[src/rtl/program_loader.sv]
// Host-side program loader: streams bytes into the CPU program RAM, verifies a
// trailing two's-complement checksum, and releases the CPU only after a clean load.
module program_loader #(
    parameter int ADDR_W = 4,
    parameter int DATA_W = 8,
    parameter int DEPTH  = 16
) (
    input  logic              clk,
    input  logic              rst,
    input  logic              start,
    input  logic [4:0]        load_len,
    input  logic              abort,
    input  logic [DATA_W-1:0] in_data,
    input  logic              in_valid,
    output logic              in_ready,
    output logic              ram_wr_en,
    output logic [ADDR_W-1:0] ram_addr,
    output logic [DATA_W-1:0] ram_data,
    output logic              busy,
    output logic              cpu_run,
    output logic              load_err,
    output logic [4:0]        bytes_loaded
);

    localparam int LEN_W = 5;
    localparam logic [LEN_W-1:0] MAX_LEN = LEN_W'(DEPTH);

    typedef enum logic [2:0] {
        S_IDLE,
        S_LOAD,
        S_CHECK,
        S_DONE,
        S_ERROR
    } state_t;

    state_t            state;
    state_t            state_next;
    logic [LEN_W-1:0]  len;
    logic [DATA_W-1:0] sum;

    logic              xfer;
    logic              start_ok;
    logic              len_ok;
    logic [DATA_W-1:0] sum_next;
    logic [LEN_W-1:0]  count_next;

    assign xfer       = in_valid && in_ready;
    assign start_ok   = start && (state == S_IDLE || state == S_DONE || state == S_ERROR);
    assign len_ok     = (load_len != '0) && (load_len <= MAX_LEN);
    assign sum_next   = sum + in_data;
    assign count_next = bytes_loaded + LEN_W'(1);

    // NOTE: sequential state uses non-blocking assignments so every register
    // samples pre-edge values; blocking here would create order-dependent races.
    always_ff @(posedge clk or negedge rst) begin
        if (!rst) state <= S_IDLE;
        else      state <= state_next;
    end

    // NOTE: state_next gets a default before the case so no path leaves it
    // unassigned, which would otherwise infer a latch.
    always_comb begin
        state_next = state;
        unique case (state)
            S_IDLE, S_DONE, S_ERROR: begin
                if (start_ok) state_next = len_ok ? S_LOAD : S_ERROR;
            end
            S_LOAD: begin
                if (abort)                           state_next = S_ERROR;
                else if (xfer && count_next == len)  state_next = S_CHECK;
            end
            S_CHECK: begin
                if (abort)     state_next = S_ERROR;
                else if (xfer) state_next = (sum_next == '0) ? S_DONE : S_ERROR;
            end
            default: state_next = S_IDLE;
        endcase
    end

    // abort masks in_ready combinationally so an aborted cycle can never transfer.
    always_comb begin
        in_ready = 1'b0;
        busy     = 1'b0;
        if (state == S_LOAD || state == S_CHECK) begin
            busy     = 1'b1;
            in_ready = !abort;
        end
    end

    // cpu_run and load_err are registered from state_next so they track DONE/ERROR
    // exactly, glitch-free, and cpu_run can never overlap busy.
    always_ff @(posedge clk or negedge rst) begin
        if (!rst) begin
            cpu_run  <= 1'b0;
            load_err <= 1'b0;
        end else begin
            cpu_run  <= (state_next == S_DONE);
            load_err <= (state_next == S_ERROR);
        end
    end

    always_ff @(posedge clk or negedge rst) begin
        if (!rst) begin
            len          <= '0;
            sum          <= '0;
            bytes_loaded <= '0;
            ram_wr_en    <= 1'b0;
            ram_addr     <= '0;
            ram_data     <= '0;
        end else begin
            ram_wr_en <= 1'b0;
            if (start_ok) begin
                len          <= load_len;
                sum          <= '0;
                bytes_loaded <= '0;
            end else if (state == S_LOAD && xfer) begin
                // len never exceeds DEPTH, so the address stays in range without wrapping.
                ram_wr_en    <= 1'b1;
                ram_addr     <= bytes_loaded[ADDR_W-1:0];
                ram_data     <= in_data;
                bytes_loaded <= count_next;
                sum          <= sum_next;
            end
        end
    end

endmodule
[config.mk]
export PLATFORM = sky130hd
export DESIGN_NAME = program_loader
export DESIGN_NICKNAME = d
export VERILOG_FILES = /design/src/rtl/program_loader.sv
export SDC_FILE = /design/constraint.sdc
export NUM_CORES = 1
export LEC_CHECK = 0
export CAP_MARGIN = 10
export CORE_ASPECT_RATIO = 1.75
export CORE_MARGIN = 2
export CORE_UTILIZATION = 55
export DETAILED_ROUTE_END_ITERATION = 12
export PLACE_DENSITY = 0.85
export SKIP_CTS_REPAIR_TIMING = 1
export SLEW_MARGIN = 20
export SYNTH_ARGS = -nofsm -noshare
export SYNTH_HDL_FRONTEND = slang
export SYNTH_SLANG_ARGS = --single-unit
export TNS_END_PERCENT = 10
[constraint.sdc]
create_clock -name clk -period 5.1 [get_ports clk]
set_input_delay 1.02 -clock clk [delete_from_list [all_inputs] [get_ports clk]]
set_output_delay 1.02 -clock clk [all_outputs]
set_load 0.02 [all_outputs]
# [After elaboration in Yosys (flattened, before gate mapping)]
# Cells that the tools add are included.
[word_totals] register_bits=36 latch_bits=0 mem_bits_rw=0 romBits=0 input_bits=18 out_inout_bits=22 wordCells=51 memories=0
[op_classes] add_sub_neg=2 n_mul=0 div_mod_pow=0 n_lt_le_gt_ge=1 eq_ne=7 shifts=0 mux=16 n_bitwise=1 n_reduce_logical=15
[ops] operator="$mux 3" n=7
[ops] operator="$mux 8" n=2
[ops] operator="$mux 5" n=2
[ops] operator="$eq 3x2->1 const B" n=3
[ops] operator="$pmux 3 s3" n=1
[ops] operator="$add 8x8->8" n=1
[ops] operator="$logic_not 8->1" n=1
[ops] operator="$eq 3x3->1 const B" n=2
[ops] operator="$add 5x1->5 const B" n=1
[ops] operator="$eq 5x5->1" n=1
[ops] operator="$le 5x5->1 const B" n=1
[ops] operator="$logic_and 1x1->1" n=5
[ops] operator="$reduce_bool 5->1" n=1
[ops] operator="$mux 1" n=4
[ops] operator="$eq 3x1->1 const B" n=1
[ops] operator="$logic_not 3->1" n=1
[ops] operator="$logic_or 1x1->1" n=3
[ops] operator="$reduce_or 3->1" n=1
[ops] operator="$reduce_and 2->1" n=1
[ops] operator="$reduce_bool 2->1" n=1
[ops] operator="$logic_not 1->1" n=1
[ops] operator="$not 1->1" n=1

# [Longest topological paths before layout]
# Gate-level depths: netlist (run 1).
[depth] depth_word=9 ltp_mapped=8 depth_no_buf=8

# [Worst setup path after synthesis (run 1)]
# No wires, ideal clock.
[synth_timing] kind="input to register" from="input in_data[0]" to="register cpu_run" setup_ns=0.073 t_arrival_ns=3.246 required_ns=5.027 slack_ns=1.781 stages=7 path_buffers=0 cell_sequence="ha_1 fa_1 xor2_1 or3_2 a2111o_1 or4_4 a2bb2oi_2"
[synth_between] elab_chain_cells=7
[synth_lines] item="start: declaration" line_no="13" rtl="input logic [DATA_W-1:0] in_data,"
[synth_lines] item="$add 8x8->8" line_no="50" rtl="assign sum_next = sum + in_data;"
[synth_lines] item="$logic_not 8->1" line_no="74" rtl="else if (xfer) state_next = (sum_next == '0) ? S_DONE : S_ERROR;"
[synth_lines] item="$mux 3 (2 in series)" line_no="74"
[synth_lines] item="$mux 3" line_no="73" rtl="if (abort) state_next = S_ERROR;"
[synth_lines] item="$pmux 3 s3" line_no="64" rtl="unique case (state)"
[synth_lines] item="$eq 3x2->1" line_no="97" rtl="cpu_run <= (state_next == S_DONE);"
[synth_lines] item="end signal: assignment" line_no="97"
[synth_lines] item="end: declaration" line_no="20" rtl="output logic cpu_run,"
# No other way between the ends.
# A chain may end at the register's enable or synchronous reset.

# [Worst setup path after layout (run 1)]
# Same ends and word-level chain as after synthesis.

==> results of run 1 <==
==> cell usage after synthesis (2+ instances only) <==
library cell / instances
o21bai_1: 3
and3_1: 3
nor4_1: 2
xnor2_1: 7
nor3_1: 4
dfrtp_1: 36
a21oi_1: 8
clkbuf_1: 10
ha_1: 8
nand3_1: 16
mux2_2: 5
xor2_1: 7
nor2_1: 10
nand2b_1: 3
o21ai_0: 6
nand3b_1: 3
o21ai_1: 5
nand2_1: 56
a211oi_1: 3
==> worst reg2reg max path, delay by kind of cell (launching register included) <==
family | cells | cell delay, ps
and+or+nand+nor | 2 | 960
DFF | 1 | 390
AOI/OAI and AO/OA | 2 | 580
adders and majority gates | 2 | 640
xor gates and xnor gates | 1 | 190
==> metrics by stage <==
step | util, % | power (uW)
finish | 73.9 | 818
global route | 73.9 | 854
CTS | 73.9 | 823
detailed placement | 70.3 | 547
global placement | 70.3 | 538
floorplan | - | 453
==> kinds of logic (layout without fill, tap and decap cells) <==
| family | Yosys count | after routing | synth area share, % |
|---|---|---|---|
| XOR/XNOR | 15 | 15 | 7.37 |
| AND/OR/NAND/NOR | 105 | 105 | 24.4 |
| multiplexers | 6 | 6 | 3.34 |
| buffers and inverters | 13 | 52 | 2.52 |
| adder cells (fa/ha/maj) | 9 | 9 | 6.05 |
| flip-flops | 36 | 36 | 45.4 |
| AO/OA/AOI/OAI | 32 | 32 | 10.9 |
==> registers in the layout, summed over array words and instances, names as in the netlist <==
| signal | cells |
|---|---|
| sum | 8 |
| bytes_loaded | 5 |
| ram_data | 8 |
| state | 3 |
| load_err | 1 |
| ram_wr_en | 1 |
| ram_addr | 4 |
| cpu_run | 1 |
| len | 5 |
==> worst min path at each step <==
stage | startpoint | end | slack (ps)
detailed placement | ram_addr[1] | ram_addr[1] | 460
global placement | ram_data[2] | ram_data[2] | 460
finish | ram_addr[2] | ram_addr[2] | 470
floorplan | sum[0] | sum[0] | 470
CTS | ram_addr[1] | ram_addr[1] | 480
global route | ram_data[0] | ram_data[0] | 520
==> layout by cell type (no fill, tap or decap), drive strengths merged, types with 2 or more instances in the layout <==
cell type / instances
nand2: 56
clkdlybuf4s50: 39
dfrtp: 36
nand3: 16
o21ai: 11
nor2: 10
a21oi: 8
ha: 8
xnor2: 7
xor2: 7
clkbuf: 7
mux2: 5
nor3: 4
a211oi: 4
nand3b: 3
o21bai: 3
nand2b: 3
and3: 3
buf: 3
nor4: 2
or3: 2
inv: 2
==> routing by layer <==
layer  track usage (%)  vias to the layer above  share of wire [%]
li1                  -                      819                  -
met1              27.4                      842                 37
met2              43.6                       43                 56
met3              3.58                       14                3.5
met4              12.6                        0                3.3
met5                 0                        -                  0
==> power by group through the flow <==
stage	Sequential (uW)	Clock, uW	Combinational, uW
after global routing	353	288	214
after detailed placement	353	0	195
after CTS	347	279	197
after floorplan	375	0	78.3
after global placement	350	0	188
final	347	276	195
==> layout make-up <==
type / count / area (um^2) / share of cell area (%)
tap: 45 / 56.3 / 2.22
multi-input combinational: 167 / 1030 / 40.8
inverter: 2 / 7.51 / 0.296
sequential: 36 / 901 / 35.5
clock buffer: 7 / 96.3 / 3.79
timing repair buffer: 42 / 413 / 16.3
clock inverter: 1 / 30.0 / 1.18
==> metrics.cfg, run 1 <==
[status]
status=finished clean

[floorplan]
core-area_um2=3430
initial_core_util_pct=57.8
rows=28
chipWidth_um=49.4
num_io_pins=40
die_y_um=83.5
die_area_um2=4130

[setup_path]
regToRegSetupSlack_ps=2270
r2r_end=cpu_run
cp_slowest_cell=or4_4
worstSetupEndpoint=cpu_run
critical_path_class=in -> reg
r2r-start=sum[0]
endpoint_kind=flip-flop
cp_slowest_stage_delay_ps=530
critPathTopFamily=simple AND/OR/NAND/NOR gates
worst_setup_path_start_kind=input pin
worst-path-buf-inv=1
arrival_ps=3830
path_depth=8
critical_path_peak_fanout=3
crit_required_ps=5320
crit_chain=clkdlybuf4s50_1, ha_1, fa_1, xor2_1, or3_2, a2111o_1, or4_4, a2bb2oi_2
crit_path_start=in_data[0]
reg2regPathDepth=7

[global_routing]
grt_first_pass_wirelength_um=7810
grt_usage_pct=24.5
first_global_vias=1728
grt_overflow_total=0
antenna_found_initial=0
grt_max_degree=37

[synth]
seq_area_frac_synth_pct=45.4
async_flop_share_pct=100
yosysWarningCount=0
synth_top_area_cell=dfrtp_1
synth_area_leaders=dfrtp_1 (45%), nand2_1 (11%), ha_1 (5.0%), nand3_1 (4.0%), xnor2_1 (3.1%)
synth_cells=216
ys_types=40
synth-edff-count=0
ys_ff_latch=36
synth_area_um2=1990
syn-mean-instance-area_um2=9.19
synth_flop_cell=dfrtp_1
synth_nets=243
synth_top_area_share_pct=45.4

[drt]
firstDrtPassIters=4
avgViaCountPerCell=5.73
routed_wl_um=4400
route.vias.total=1718
drt_first_iter_violations=39
ant_nets=0
routedWlPerCell_um=14.7
drc=0

[worst_hold_path]
hold_depth=2
hp-class=reg -> reg

[timing]
slew_headroom_pct=71.0
max_freq_ghz=0.277
setup_tns_ps=0
slew_viol_final=0
min_period_over_period_pct=70.9
setup_viol_count_final=0
grt_setup_unrepaired=false
hold_violations=0
worst_pin_slew_ps=431
min_period_ps=3610
hold_slack_ps=474
finClkSkew_ps=7.22
timing.final.ws_setup_ps=1490

[pwr]
p_int_uw=588
p_leak_uw=0.00119
pwr-share-seq_pct=42.4
ir_worst_vdd_uv=286
power_density_nw_per_um2=322
clockPowerShare_pct=33.8
swShare_pct=28.1
p_switching_uw=230
p_comb_share_pct=23.8

[cells_and_area]
fin_nets=281
area_delta_synth_final_pct=27.9
drive_gt1_share_pct=8.24
final_area_um2=2540
n_antenna_cell=0
layout.cells.non_filler=300
fill_cells=288

[clocking]
cts_root_buf=clkbuf_8
numCtsBuffers=5
cts.sinks=36
clk_latency_ps=290
cts_buffer_depth=2
cts.htree.levels=2
cts_tree=built
clkTransAtPathRegs_ps=70

[place]
hpwl_um=3160
dp_slack_ps=1180
place.gp.congestion=0.851
port_buffers=39
placed_cells_incl_taps=292
placed_area_um2=2410

[job]
cap_violations=0

(Power assumes the default switching activity.)
==> inputs of run 2 (changes only) <==
- CORE_UTILIZATION: 55 -> 51
- PLACE_DENSITY: 0.85 -> 0.79
- clock period: 5.1 -> 3.75 ns (I/O delays scaled with it)
==> run 2 against run 1 <==
  * Core utilization is 6.9 points lower
  * First-iteration DRC count is 18% lower
  * Total power is 35% higher
  * Via count is 3.5% lower
  * Die area is 7.3% higher
  * Combinational power is 33% higher
  * Final area is 0.15% higher
  * Cell count is 1.0% higher
  * Critical path depth stayed put
  * Sequential cell count stayed put
  * Critical path type unchanged
  * Largest power group unchanged
==> metrics.cfg, run 2 (same netlist as run 1, synthesis figures left out) <==
[cells_and_area]
drive_gt1_share_pct=8.24
layout_common_cells=nand2_1 (56), clkdlybuf4s50_1 (39), dfrtp_1 (36)
final_core_util_pct=67.1
n_antenna_cell=0
final_area_um2=2540
multi_input_area_um2=1030
area_delta_synth_final_pct=28.0
layout.cells.non_filler=303
regArea_um2=901
fill_cells=323
reg_top3=ram_data (8), sum (8)
layout_commonest_cell=nand2_1
fin_nets=281

[setup_path]
crit_path_start=in_data[0]
crit_required_ps=3970
worst_setup_path_start_kind=input pin
critical_path_class=in -> reg
arrival_ps=3540
r2r-start=sum[0]
critical_path_peak_fanout=3
endpoint_kind=flip-flop

[floorplan]
num_io_pins=40
chipWidth_um=51.2
core-area_um2=3790
die_y_um=86.5
die_area_um2=4430
initial_core_util_pct=52.4
rows=30

[pwr]
p_leak_uw=0.00119
power_density_nw_per_um2=434
ir_worst_vdd_uv=336
total_power_uw=1100

[clocking]
cts.htree.levels=2
clkTransAtPathRegs_ps=70
cts_buffer_depth=2
cts.sinks=36
numCtsBuffers=5
cts_root_buf=clkbuf_8
clk_latency_ps=290
cts_tree=built

[timing]
finClkSkew_ps=8.27
hold_violations=0
min_period_over_period_pct=88.7
min_period_ps=3320
grt_setup_unrepaired=false
worst_pin_slew_ps=776
setup_tns_ps=0
slew_headroom_pct=47.9
max_freq_ghz=0.301
slew_viol_final=0
setup_viol_count_final=0

[drt]
drc=0
drt_first_iter_violations=32
route.vias.total=1658
routed_wl_um=4100
ant_nets=0
firstDrtPassIters=4
routedWlPerCell_um=13.5
avgViaCountPerCell=5.47

[global_routing]
grt_first_pass_wirelength_um=7160
grt_overflow_total=0
antenna_found_initial=0
grt_max_degree=37
grt_usage_pct=21.4
first_global_vias=1691

[place]
place.gp.congestion=0.867
hpwl_um=2940
placed_cells_incl_taps=295
port_buffers=39
placed_area_um2=2420

[job]
cap_violations=0

[worst_hold_path]
hp-class=reg -> reg
hold_path_startpoint=ram_addr[0]

[status]
status=finished clean

run 2: cell counts in the layout (fill, tap and decap cells not counted):
No cell type changed its count.
run 2: through the flow:
step	setup WS, ps	hold slack [ps]
floorplan	701	454
global placement	162	458
CTS	420	481
global route	364	502
detailed placement	112	463
finish	425	479
run 2: layout make-up:
class | count | share of cell area [%]
multi-input combinational | 167 | 40.7
sequential | 36 | 35.4
timing repair buffer | 42 | 16.2
clock buffer | 7 | 3.79
tap | 48 | 2.36
clock inverter | 1 | 1.18
inverter | 2 | 0.295
run 2: power by group:
| part | switching [uW] | internal (uW) |
|---|---|---|
| registers | 35.4 | 436 |
| logic | 130 | 129 |
| clock network | 139 | 235 |
run 2: routing by layer:
layer | global-route usage, % | routed length (um)
met3 | 3.28 | 141
met1 | 24.4 | 1700
met5 | 0 | 0
met2 | 37.3 | 2140
met4 | 11.5 | 123
run 2: worst paths after layout:
check,endpoint,slack [ps],cells after the start
worst min-delay path,ram_addr[0],480,2
max in group asynchronous,sum[7],2550,2
worst max register to register,cpu_run,950,7
worst max-delay path,cpu_run,430,8
min in group asynchronous,ram_data[6],870,2
worst min register to register,ram_addr[0],480,2
run 2: worst max-delay path, stage by stage:
cell and delay, ps:
clkdlybuf4s50_1 430, ha_1 240, fa_1 400, xor2_1 180, or3_2 420, a2111o_1 450
or4_4 540, a2bb2oi_2 120
